<file path="src/rtl/mmss_stopwatch_core_pkg.sv">
// Shared types and constants for the MM:SS stopwatch core.
package stopwatch_pkg;

    // Width of one BCD digit.
    localparam int BCD_W = 4;

    // Default upper values of the minutes and seconds fields.
    localparam int DEF_MAX_MIN = 59;
    localparam int DEF_MAX_SEC = 59;

    // Largest legal value of a BCD ones digit.
    localparam logic [BCD_W-1:0] BCD_NINE = BCD_W'(9);

    // Top-level operating state.
    typedef enum logic [1:0] {
        RUN    = 2'd0,
        PAUSED = 2'd1,
        ADJUST = 2'd2
    } state_t;

    // Tens digit of a decimal field limit.
    function automatic logic [BCD_W-1:0] tens_of(input int value);
        return BCD_W'(value / 10);
    endfunction

    // Ones digit of a decimal field limit.
    function automatic logic [BCD_W-1:0] ones_of(input int value);
        return BCD_W'(value % 10);
    endfunction

endpackage

</file>
<file path="src/rtl/mmss_stopwatch_core_bcd_mod60_counter.sv">
// Two-digit BCD field counter. It wraps to 00 after the programmable
// maximum and flags the wrap combinationally so the next field can
// increment in the same cycle.
module bcd_mod60_counter
    import stopwatch_pkg::*;
(
    input  logic             i_clk,
    input  logic             i_rst,
    input  logic             i_inc,
    input  logic [BCD_W-1:0] i_max_tens,
    input  logic [BCD_W-1:0] i_max_ones,
    output logic [BCD_W-1:0] o_tens,
    output logic [BCD_W-1:0] o_ones,
    output logic             o_wrap
);

    logic [BCD_W-1:0] r_tens;
    logic [BCD_W-1:0] r_ones;
    logic             w_at_max;

    assign w_at_max = (r_tens == i_max_tens) && (r_ones == i_max_ones);
    // The wrap is a carry-out: valid only in a cycle where the field increments.
    assign o_wrap   = i_inc && w_at_max;
    assign o_tens   = r_tens;
    assign o_ones   = r_ones;

    // Increment the field; at the field maximum force 00, otherwise ripple ones into tens.
    always_ff @(posedge i_clk or posedge i_rst) begin
        if (i_rst) begin
            r_tens <= '0;
            r_ones <= '0;
        end else if (i_inc) begin
            if (w_at_max) begin
                r_tens <= '0;
                r_ones <= '0;
            end else if (r_ones == BCD_NINE) begin
                r_ones <= '0;
                r_tens <= r_tens + BCD_W'(1);
            end else begin
                r_ones <= r_ones + BCD_W'(1);
            end
        end
    end

endmodule

</file>
<file path="src/rtl/mmss_stopwatch_core.sv">
// MM:SS stopwatch timekeeping core: run/pause control, adjust mode and
// a chained pair of BCD field counters feeding the display stage.
module mmss_stopwatch_core
    import stopwatch_pkg::*;
#(
    parameter int MAX_MIN      = DEF_MAX_MIN,
    parameter int MAX_SEC      = DEF_MAX_SEC,
    parameter bit START_PAUSED = 1'b0
) (
    input  logic             clk_100mhz,
    input  logic             rst,
    input  logic             clk_1hz,
    input  logic             clk_2hz,
    input  logic             button_pause,
    input  logic             switch_adj,
    input  logic             switch_sel,
    output logic [BCD_W-1:0] bcd_min_tens,
    output logic [BCD_W-1:0] bcd_min_ones,
    output logic [BCD_W-1:0] bcd_sec_tens,
    output logic [BCD_W-1:0] bcd_sec_ones,
    output logic             is_adj,
    output logic             is_sel_sec
);

    localparam logic [BCD_W-1:0] SEC_MAX_TENS = tens_of(MAX_SEC);
    localparam logic [BCD_W-1:0] SEC_MAX_ONES = ones_of(MAX_SEC);
    localparam logic [BCD_W-1:0] MIN_MAX_TENS = tens_of(MAX_MIN);
    localparam logic [BCD_W-1:0] MIN_MAX_ONES = ones_of(MAX_MIN);

    state_t r_state;
    logic   r_run_flag;     // 1 = leave ADJUST into RUN, 0 = into PAUSED
    logic   r_pause_q;
    logic   r_is_adj;
    logic   r_is_sel_sec;

    logic   w_pause_rise;
    logic   w_flag_next;
    logic   w_sec_inc;
    logic   w_min_inc;
    logic   w_sec_wrap;
    logic   w_min_wrap;

    // A held button gives a single rising-edge pulse.
    assign w_pause_rise = button_pause & ~r_pause_q;
    // In ADJUST a pause press flips the state we will return to.
    assign w_flag_next  = r_run_flag ^ w_pause_rise;

    // Seconds count on the 1 Hz tick in RUN, or on the 2 Hz tick in ADJUST when selected.
    assign w_sec_inc = ((r_state == RUN)    & clk_1hz) |
                       ((r_state == ADJUST) & clk_2hz & switch_sel);
    // Minutes take the seconds carry only in RUN; in ADJUST they step on their own.
    assign w_min_inc = ((r_state == RUN)    & w_sec_wrap) |
                       ((r_state == ADJUST) & clk_2hz & ~switch_sel);

    // Register the button for edge detection and the switches for the display flags.
    always_ff @(posedge clk_100mhz or posedge rst) begin
        if (rst) begin
            r_pause_q    <= 1'b0;
            r_is_adj     <= 1'b0;
            r_is_sel_sec <= 1'b0;
        end else begin
            r_pause_q    <= button_pause;
            r_is_adj     <= switch_adj;
            r_is_sel_sec <= switch_sel;
        end
    end

    // Run/pause/adjust state machine; run_flag remembers where ADJUST returns to.
    always_ff @(posedge clk_100mhz or posedge rst) begin
        if (rst) begin
            if (START_PAUSED) begin
                r_state <= PAUSED;
            end else begin
                r_state <= RUN;
            end
            r_run_flag <= ~START_PAUSED;
        end else begin
            case (r_state)
                RUN: begin
                    if (switch_adj) begin
                        r_state    <= ADJUST;
                        r_run_flag <= 1'b1;
                    end else if (w_pause_rise) begin
                        r_state <= PAUSED;
                    end
                end
                PAUSED: begin
                    if (switch_adj) begin
                        r_state    <= ADJUST;
                        r_run_flag <= 1'b0;
                    end else if (w_pause_rise) begin
                        r_state <= RUN;
                    end
                end
                ADJUST: begin
                    r_run_flag <= w_flag_next;
                    if (!switch_adj) begin
                        if (w_flag_next) begin
                            r_state <= RUN;
                        end else begin
                            r_state <= PAUSED;
                        end
                    end
                end
                default: begin
                    r_state <= RUN;
                end
            endcase
        end
    end

    bcd_mod60_counter u_sec (
        .i_clk      (clk_100mhz),
        .i_rst      (rst),
        .i_inc      (w_sec_inc),
        .i_max_tens (SEC_MAX_TENS),
        .i_max_ones (SEC_MAX_ONES),
        .o_tens     (bcd_sec_tens),
        .o_ones     (bcd_sec_ones),
        .o_wrap     (w_sec_wrap)
    );

    bcd_mod60_counter u_min (
        .i_clk      (clk_100mhz),
        .i_rst      (rst),
        .i_inc      (w_min_inc),
        .i_max_tens (MIN_MAX_TENS),
        .i_max_ones (MIN_MAX_ONES),
        .o_tens     (bcd_min_tens),
        .o_ones     (bcd_min_ones),
        .o_wrap     (w_min_wrap)
    );

    assign is_adj     = r_is_adj;
    assign is_sel_sec = r_is_sel_sec;

    // The minutes wrap has no consumer: 59:59 simply rolls to 00:00.
    logic w_unused;
    assign w_unused = w_min_wrap;

endmodule

</file>
<file path="config.mk">
export PLATFORM = sky130hd
export DESIGN_NAME = mmss_stopwatch_core
export DESIGN_NICKNAME = d
export VERILOG_FILES = /design/src/rtl/mmss_stopwatch_core_pkg.sv /design/src/rtl/mmss_stopwatch_core_bcd_mod60_counter.sv /design/src/rtl/mmss_stopwatch_core.sv
export SDC_FILE = /design/constraint.sdc
export NUM_CORES = 1
export LEC_CHECK = 0
export ABC_AREA = 0
export CORE_MARGIN = 2
export CORE_UTILIZATION = 46
export CTS_CLUSTER_SIZE = 8
export DETAILED_ROUTE_END_ITERATION = 16
export GPL_ROUTABILITY_DRIVEN = 0
export PLACE_DENSITY = 0.85
export SETUP_SLACK_MARGIN = 0.15
export SLEW_MARGIN = 30
export SYNTH_ARGS = -nofsm -noshare
export SYNTH_HDL_FRONTEND = slang
export SYNTH_SLANG_ARGS = --single-unit
</file>
<file path="constraint.sdc">
create_clock -name clk_100mhz -period 1.7 [get_ports clk_100mhz]
set_input_delay 0.34 -clock clk_100mhz [delete_from_list [all_inputs] [get_ports clk_100mhz]]
set_output_delay 0.34 -clock clk_100mhz [all_outputs]
set_load 0.05 [all_outputs]
</file>
==> results of run 1 <==
-- how the worst max path moves through the flow --
| stage | from | to | slack, ps |
|---|---|---|---|
| after global placement | switch_sel | u_min.o_tens[0]$_DFFE_PP0P_ | -150 |
| after global routing | u_sec.o_ones[1]$_DFFE_PP0P_ | u_min.o_tens[0]$_DFFE_PP0P_ | 30 |
| after CTS | u_sec.o_ones[0]$_DFFE_PP0P_ | u_min.o_tens[0]$_DFFE_PP0P_ | 90 |
| after detailed placement | switch_sel | u_min.o_tens[0]$_DFFE_PP0P_ | -180 |
| after floorplan | u_sec.o_ones[1]$_DFFE_PP0P_ | u_min.o_tens[0]$_DFFE_PP0P_ | -80 |
| final | u_sec.o_ones[0]$_DFFE_PP0P_ | u_min.o_tens[0]$_DFFE_PP0P_ | 80 |
-- where the power goes --
part	internal, mW	leakage [nW]	total (mW)	switching, mW
Sequential	0.711	0.261	0.977	0.266
Combinational	0.854	0.538	1.95	1.10
Clock	0.131	0.0210	0.289	0.158
Total	1.70	0.820	3.22	1.52
-- stage by stage --
step	cell area, sq um	hold WS, ps	util
final	1740	346	0.643
after global routing	1740	363	0.643
after CTS	1700	349	0.626
after detailed placement	1610	543	0.593
after global placement	1610	514	0.593
after floorplan	1300	328	-
-- cells by family (layout without fill, tap and decap cells) --
family          count (synthesis)  after routing  synth area share
mux                             9              9            0.0862
compound gates                 19             19             0.115
xor+xnor                        3              3            0.0204
simple gates                   43             43             0.237
buf+inv                        11             54            0.0552
flops                          22             22             0.427
fa+ha+maj                       6              6            0.0581
-- sequential cells by signal, summed over array words and instances, names as in the netlist --
register and count:
is_adj 1, u_min.o_ones 4, is_sel_sec 1, u_sec.o_tens 4, r_state 2, r_run_flag 1
r_pause_q 1, u_min.o_tens 4, u_sec.o_ones 4
-- placed cells by master, fill, tap and decap left out, drive strengths merged, types with 2 or more instances in the layout --
master / instances
nand2b: 5
o2bb2ai: 2
nand2: 6
ha: 6
a21oi: 4
buf: 37
and3: 3
clkbuf: 4
nand3: 5
nor2b: 2
dfrtp: 21
clkdlybuf4s50: 6
nand3b: 3
inv: 7
xnor2: 2
nor2: 11
and3b: 2
mux2: 8
o21ai: 4
-- cell type report --
class | count | area (sq um) | area share
Timing Repair Buffer | 43 | 383 | 0.220
Tap cell | 31 | 38.8 | 0.0223
Clock buffer | 4 | 36.3 | 0.0208
Multi-Input combinational cell | 80 | 698 | 0.401
Sequential cell | 22 | 559 | 0.321
Inverter | 7 | 26.3 | 0.0151
-- tightest hold or removal path: stages --
cell	delay, ps
clkdlybuf4s50_1	390
inv_1	50
buf_4	270
-- per-layer routing --
metal | wire, um | share of wire
met3 | 80 | 0.030
met4 | 84 | 0.031
met5 | 0 | 0
met1 | 1090 | 0.41
met2 | 1430 | 0.53
-- synth_stat cells (all sizes together) (2+ instances only) --
cell,number
a21oi,4
and3,3
and3b,2
buf,4
dfrtp,21
ha,6
inv,7
mux2,8
nand2,6
nand2b,5
nand3,5
nand3b,3
nor2,11
nor2b,2
o21ai,4
o2bb2ai,2
xnor2,2
-- repair_timing --
action	CTS	global route
setup buffers	5	3
hold buffers	0	0
pin swaps	1	2
resized for setup	3	8
endpoints found under the setup margin	10	15
endpoints found under the hold margin	0	0
gates cloned	0	0
==> metrics.md, run 1 <==
| Metric | Value |
|---|---|
| Status | completed |
| CORE AREA | approximately 2700 sq um |
| CP required | 1900 ps |
| Pre-CTS WS | -182 ps |
| Met3 usage | 0.0204 |
| Initial antenna violation count | 0 |
| First-pass GRT wire length | 4.64 mm |
| DRT Wirelength | 2.69 mm |
| Total power after layout | 3.22 mW |
| Num CTS Buffers | 3 |
| Max-slew violations | 0 |
| Final hold vios | 0 |
| Minimum clock period after layout | 1620 ps |
| GRT Max-Usage Layer | met2 |
| Critical path cell sequence | ha_4 -> and3b_2 -> a31o_4 -> nand3_4 -> mux2_4 |
| # port buffers | 24 |
| Crit path largest cell delay | 450 ps |
| Drt drc | 0 |
| Clock root buffer | clkbuf_4 |
| Die ar. | 3250 sq um |
| Sequential element share of the synthesized area | 0.427 |
| Bufs and invs on worst path | 0 |
| H-tree depth | 1 |
| Max clock buf depth | 2 |
| Setup TNS | 0 ps |
| # setup viols final | 0 |
| # nets final | 170 |
| Mean area per synthesized cell | 11.4 sq um |
| Reg2reg end | u_min.o_tens[0]$_DFFE_PP0P_ |
| Post-synth EDFFs | 0 |
| Crit path max-delay cell type | dfrtp_2 |
| Cell Pwr Density | 1850 nW/um^2 |
| Via density | about 5.5 |
| Fin cells | 187 |
| Congestion Overflow GR | 0 |
| Initial Util | 0.476 |
| CP Max Fanout | 6 |
| R2R cell count | 5 |
| Post-Syn Instances | 113 |
| DR WL/cell | 14.4 um |
| Max-Cap Viols | 0 |
| Synth area leader | dfrtp_1 |
| CTS tree | yes |
| Crit start category | flop |
| Worst slew margin | 0.760 |
| Fillers | 209 |
| Detailed-route via count | just over 1,000 |
| Fraction of layout instances using a drive strength above 1 | 0.455 |
| Measured slew at the worst slew-check pin | 351 ps |
| Antenna Nets Post-Route | 0 |
| Async S/R FF share, synth | 1.00 |
| Synth area leaders | dfrtp_1, ha_1, buf_6 |
| Worst-Skew Late Latency | 300 ps |
| RSZ-0062 raised after global routing | true |
| Worst Hold Class | input port to asynchronous set/reset pin |
| WS Path Type | flop to flop |
| I/O pins | 25 |
| Post-synth net total | 126 |
| Post-Syn Area | roughly 1300 sq um |
| # diodes | 0 |
| Largest net degree at the start of global routing | 23 |
| TritonRoute pass-1 iters | 4 |
| Initial DRC Count | 10 |
| Final worst path period share | 0.954 |
| Vias in the first global route | approximately 1,100 |
| P_leak | 0.820 nW |
| YS warnings | 0 |
| Fmax achieved | ~0.62 GHz |
| Flops & latches, synth | 22 |
| M2 GR Usage | 0.346 |
| Ys flop type | dfrtp_1 |
| CP arrival | 1820 ps |
| Setup crit end kind | flop |
| Hpwl dp | between 1.5 and 2 mm |
| Die H | 57.0 um |
| Reg2reg setup slack | 80 ps |
| Die X | 57.0 um |
| RR Startpoint | u_sec.o_ones[0]$_DFFE_PP0P_ |
| Placed Cells | between 150 and 200 |
| CTS clk-pin slew, worst paths | about 120 ps |
| M1 GR Usage | 0.196 |
| Tot GR Track Use | 0.184 |
| Area growth syn-to-layout | 34.9% |
| Family with the most delay on the worst path | flip-flops |
| Cell depth of the worst setup path | 5 |
| Num rows | 19 |
| Yosys top cell area share | 0.407 |
| Worst setup margin | 77.4 ps |
| Clock Sinks | 22 |
| Final Skew | 4.17 ps |
| Synth cell types | 43 |
| Worst vdd ir | 1360 uV |
No activity file was read; power rests on OpenSTA's default activity.
==> run 2: changes to the inputs <==
--- a/config.mk
+++ b/config.mk
@@ -10,7 +10,7 @@
 export CORE_UTILIZATION = 46
 export CTS_CLUSTER_SIZE = 8
 export DETAILED_ROUTE_END_ITERATION = 16
-export GPL_ROUTABILITY_DRIVEN = 0
+export HOLD_SLACK_MARGIN = 0.08
 export PLACE_DENSITY = 0.85
 export SETUP_SLACK_MARGIN = 0.15
 export SLEW_MARGIN = 30
==> results of run 2 <==
No change in the layout: final DEF, timing and power equal those of run 1.
==> run 3: changes to the inputs <==
--- a/config.mk
+++ b/config.mk
@@ -7,11 +7,11 @@
 export LEC_CHECK = 0
 export ABC_AREA = 0
 export CORE_MARGIN = 2
-export CORE_UTILIZATION = 46
+export CORE_UTILIZATION = 50
 export CTS_CLUSTER_SIZE = 8
 export DETAILED_ROUTE_END_ITERATION = 16
 export HOLD_SLACK_MARGIN = 0.08
-export PLACE_DENSITY = 0.85
+export PLACE_DENSITY = 0.87
 export SETUP_SLACK_MARGIN = 0.15
 export SLEW_MARGIN = 30
 export SYNTH_ARGS = -nofsm -noshare
==> constraint.sdc (replaced) <==
create_clock -name clk_100mhz -period 2 [get_ports clk_100mhz]
set_input_delay 0.4 -clock clk_100mhz [delete_from_list [all_inputs] [get_ports clk_100mhz]]
set_output_delay 0.4 -clock clk_100mhz [all_outputs]
set_load 0.05 [all_outputs]
==> run 3 against run 2 <==
Effect of this change: highest routed layer unchanged; worst hold slack improved by 20 ps; sequential share of layout area is 3.5 points higher; clock skew is 1.6 ps higher; critical path type unchanged; critical endpoint unchanged; non-clock buffer count down 16.
==> metrics.md, run 3 (same netlist as run 1, synthesis figures left out) <==
| Metric | Value |
|---|---|
| Bufs and invs on worst path | 0 (unchanged) |
| Num CTS Buffers | 3 (unchanged) |
| Cell Pwr Density | 1500 nW/um^2 (-19%) |
| Die H | 54.8 um (-3.8%) |
| RR Startpoint | u_sec.o_ones[0]$_DFFE_PP0P_ |
| CP Max Fanout | 9 (+3) |
| CORE AREA | 2450 sq um (-9.4%) |
| Sequential Power Share | 0.355 (+0.051) |
| Most frequent cells in the layout | dfrtp_1, dlygate4sd2_1, nor2_1, inv_1 |
| Clock Power Share | 0.104 (+0.014) |
| Final hold vios | 0 (unchanged) |
| Post-CTS Setup Inserts | 0 (-5) |
| Minimum clock period after layout | 1760 ps (+133 ps) |
| Num rows | 18 (-1) |
| Setup TNS | 0 ps (unchanged) |
| Pre-CTS WS | 18.3 ps (+200 ps) |
| DP Area | 1550 sq um (-3.8%) |
| Logic pwr share | 0.541 (-0.065) |
| Final instance area | 1560 sq um (-10%) |
| Congestion Overflow GR | 0 (unchanged) |
| Family with the most delay on the worst path | flip-flops |
| Vias in the first global route | 967 (-12%) |
| Fillers | 216 (+3.3%) |
| Die X | 54.8 um (-3.8%) |
| Largest net degree at the start of global routing | 13 (-43%) |
| Via density | 5.44 (-0.25%) |
| DR WL/cell | 14.2 um (-0.97%) |
| Worst setup margin | 245 ps (+167 ps) |
| TritonRoute pass-1 iters | 4 (unchanged) |
| Reg2reg setup slack | 240 ps (+170 ps) |
| Clock root buffer | clkbuf_4 |
| Commonest non-fill, non-tap cell in the layout | dfrtp_1 |
| Initial DRC Count | 9 (-1) |
| I/O pins | 25 (unchanged) |
| WS Path Type | flop to flop |
| Fraction of layout instances using a drive strength above 1 | 0.229 (-0.227) |
| Die ar. | 3010 sq um (-7.4%) |
| Worst slew margin | 0.673 (-0.0869) |
| Worst Hold Class | input port to asynchronous set/reset pin |
| Final worst path period share | 0.878 (-0.0769) |
| Critical path cell sequence | ha_1 -> and3b_2 -> a31o_4 -> nand3_4 -> mux2_4 |
| Hpwl dp | 1.87 mm (-0.55%) |
| CP required | 2200 ps (+300 ps) |
| Initial antenna violation count | 0 (unchanged) |
| Int Pwr | 1.16 mW (-32%) |
| Net Sw Frac | 0.505 (+0.0323) |
| H-tree depth | 1 (unchanged) |
| # nets final | 154 (-9.4%) |
| Worst vdd ir | 1020 uV (-25%) |
| Max-slew violations | 0 (unchanged) |
| Fmax achieved | 0.570 GHz (-7.6%) |
| Final Skew | 5.82 ps (+1.64 ps) |
| Crit start category | flop |
| # port buffers | 24 (unchanged) |
| Drt drc | 0 (unchanged) |
| Setup crit end kind | flop |
| R2R cell count | 5 (unchanged) |
| Detailed-route via count | 925 (-9.3%) |
| Antenna Nets Post-Route | 0 (unchanged) |
| Hold_buf cts | 0 (unchanged) |
| Tot GR Track Use | 0.199 (+0.0148) |
| P_leak | 0.736 nW (-10%) |
| DRT Wirelength | 2.42 mm (-10%) |
| Worst-Skew Late Latency | 300 ps (about the same) |
| # diodes | 0 (unchanged) |
| CP arrival | 1950 ps (+130 ps) |
| Crit path max-delay cell type | dfrtp_2 |
| Post-CTS Resized | 17 (+14) |
| Reg2reg end | u_min.o_tens[0]$_DFFE_PP0P_ |
| CTS tree | yes |
| Status | completed |
| Max clock buf depth | 2 (unchanged) |
| # setup viols final | 0 (unchanged) |
| CTS clk-pin slew, worst paths | 120 ps (about the same) |
| Measured slew at the worst slew-check pin | 492 ps (+141 ps) |
| Max-Cap Viols | 0 (unchanged) |
| Sw power | 1.18 mW (-22%) |
| First-pass GRT wire length | 4.20 mm (-9.6%) |
| Final Util | 0.637 (-0.00555) |
| Area growth syn-to-layout | 21.1% |
| Global placement routability congestion | about 0.77 |
| Clock Sinks | 22 (unchanged) |
| Crit path largest cell delay | 460 ps (about the same) |
| RSZ-0062 raised after global routing | false |
| Initial Util | 0.526 (+0.0495) |
run 3: cell types whose count changed in the layout (fill, tap and decap cells not counted), sizes merged:
cell / change
buf: -32
dlygate4sd2: +16
run 3: layer usage:
| metal | part of all wire | track usage | vias up |
|---|---|---|---|
| met3 | 0.033 | 0.0355 | 4 |
| met5 | 0 | 0 | - |
| met4 | 0.012 | 0.0792 | 0 |
| met2 | 0.53 | 0.341 | 18 |
| met1 | 0.42 | 0.243 | 453 |
| li1 | - | - | 450 |
run 3: worst max-delay path by stage:
stage | start | to | slack (ps) | cells past startpoint
CTS | u_sec.o_ones[0]$_DFFE_PP0P_ | u_min.o_tens[0]$_DFFE_PP0P_ | 250 | 5
floorplan | u_sec.o_ones[1]$_DFFE_PP0P_ | u_min.o_tens[0]$_DFFE_PP0P_ | 170 | 7
finish | u_sec.o_ones[0]$_DFFE_PP0P_ | u_min.o_tens[0]$_DFFE_PP0P_ | 240 | 5
detailed placement | switch_sel | u_min.o_tens[0]$_DFFE_PP0P_ | 20 | 5
global placement | switch_sel | u_min.o_tens[0]$_DFFE_PP0P_ | 90 | 5
global route | u_sec.o_ones[1]$_DFFE_PP0P_ | u_min.o_tens[0]$_DFFE_PP0P_ | 190 | 6
run 3: layout make-up:
| cell class | instances | area, sq um | area share |
|---|---|---|---|
| multi-input cells | 80 | 669 | 0.428 |
| flip-flops and latches | 22 | 557 | 0.356 |
| repair buffers | 27 | 238 | 0.152 |
| well taps | 30 | 37.5 | 0.0240 |
| clock buffers | 4 | 36.3 | 0.0232 |
| inverters | 7 | 26.3 | 0.0168 |
run 3: power by group through the flow:
| stage | sequential, mW | combinational, mW | clock [mW] |
|---|---|---|---|
| 2_1_floorplan | 1.23 | 0.594 | 0 |
| 3_3_place_gp | 0.828 | 1.30 | 0 |
| 3_5_place_dp | 0.844 | 1.34 | 0 |
| 4_1_cts | 0.830 | 1.27 | 0.253 |
| 5_1_grt | 0.870 | 1.37 | 0.268 |
| 6_report | 0.832 | 1.27 | 0.243 |
run 3: through the flow:
stage          power, mW  hold slack (ps)  std cells
2_1_floorplan       1.82              388        113
3_3_place_gp        2.12              518        166
3_5_place_dp        2.18              534        166
4_1_cts             2.36              374        170
5_1_grt             2.51              405        170
6_report            2.34              366        170
run 3: worst reg2reg max path, stage by stage, from the launching register on:
cell and delay [ps]:
dfrtp_2 460, ha_1 220, and3b_2 290, a31o_4 280
nand3_4 100, mux2_4 300
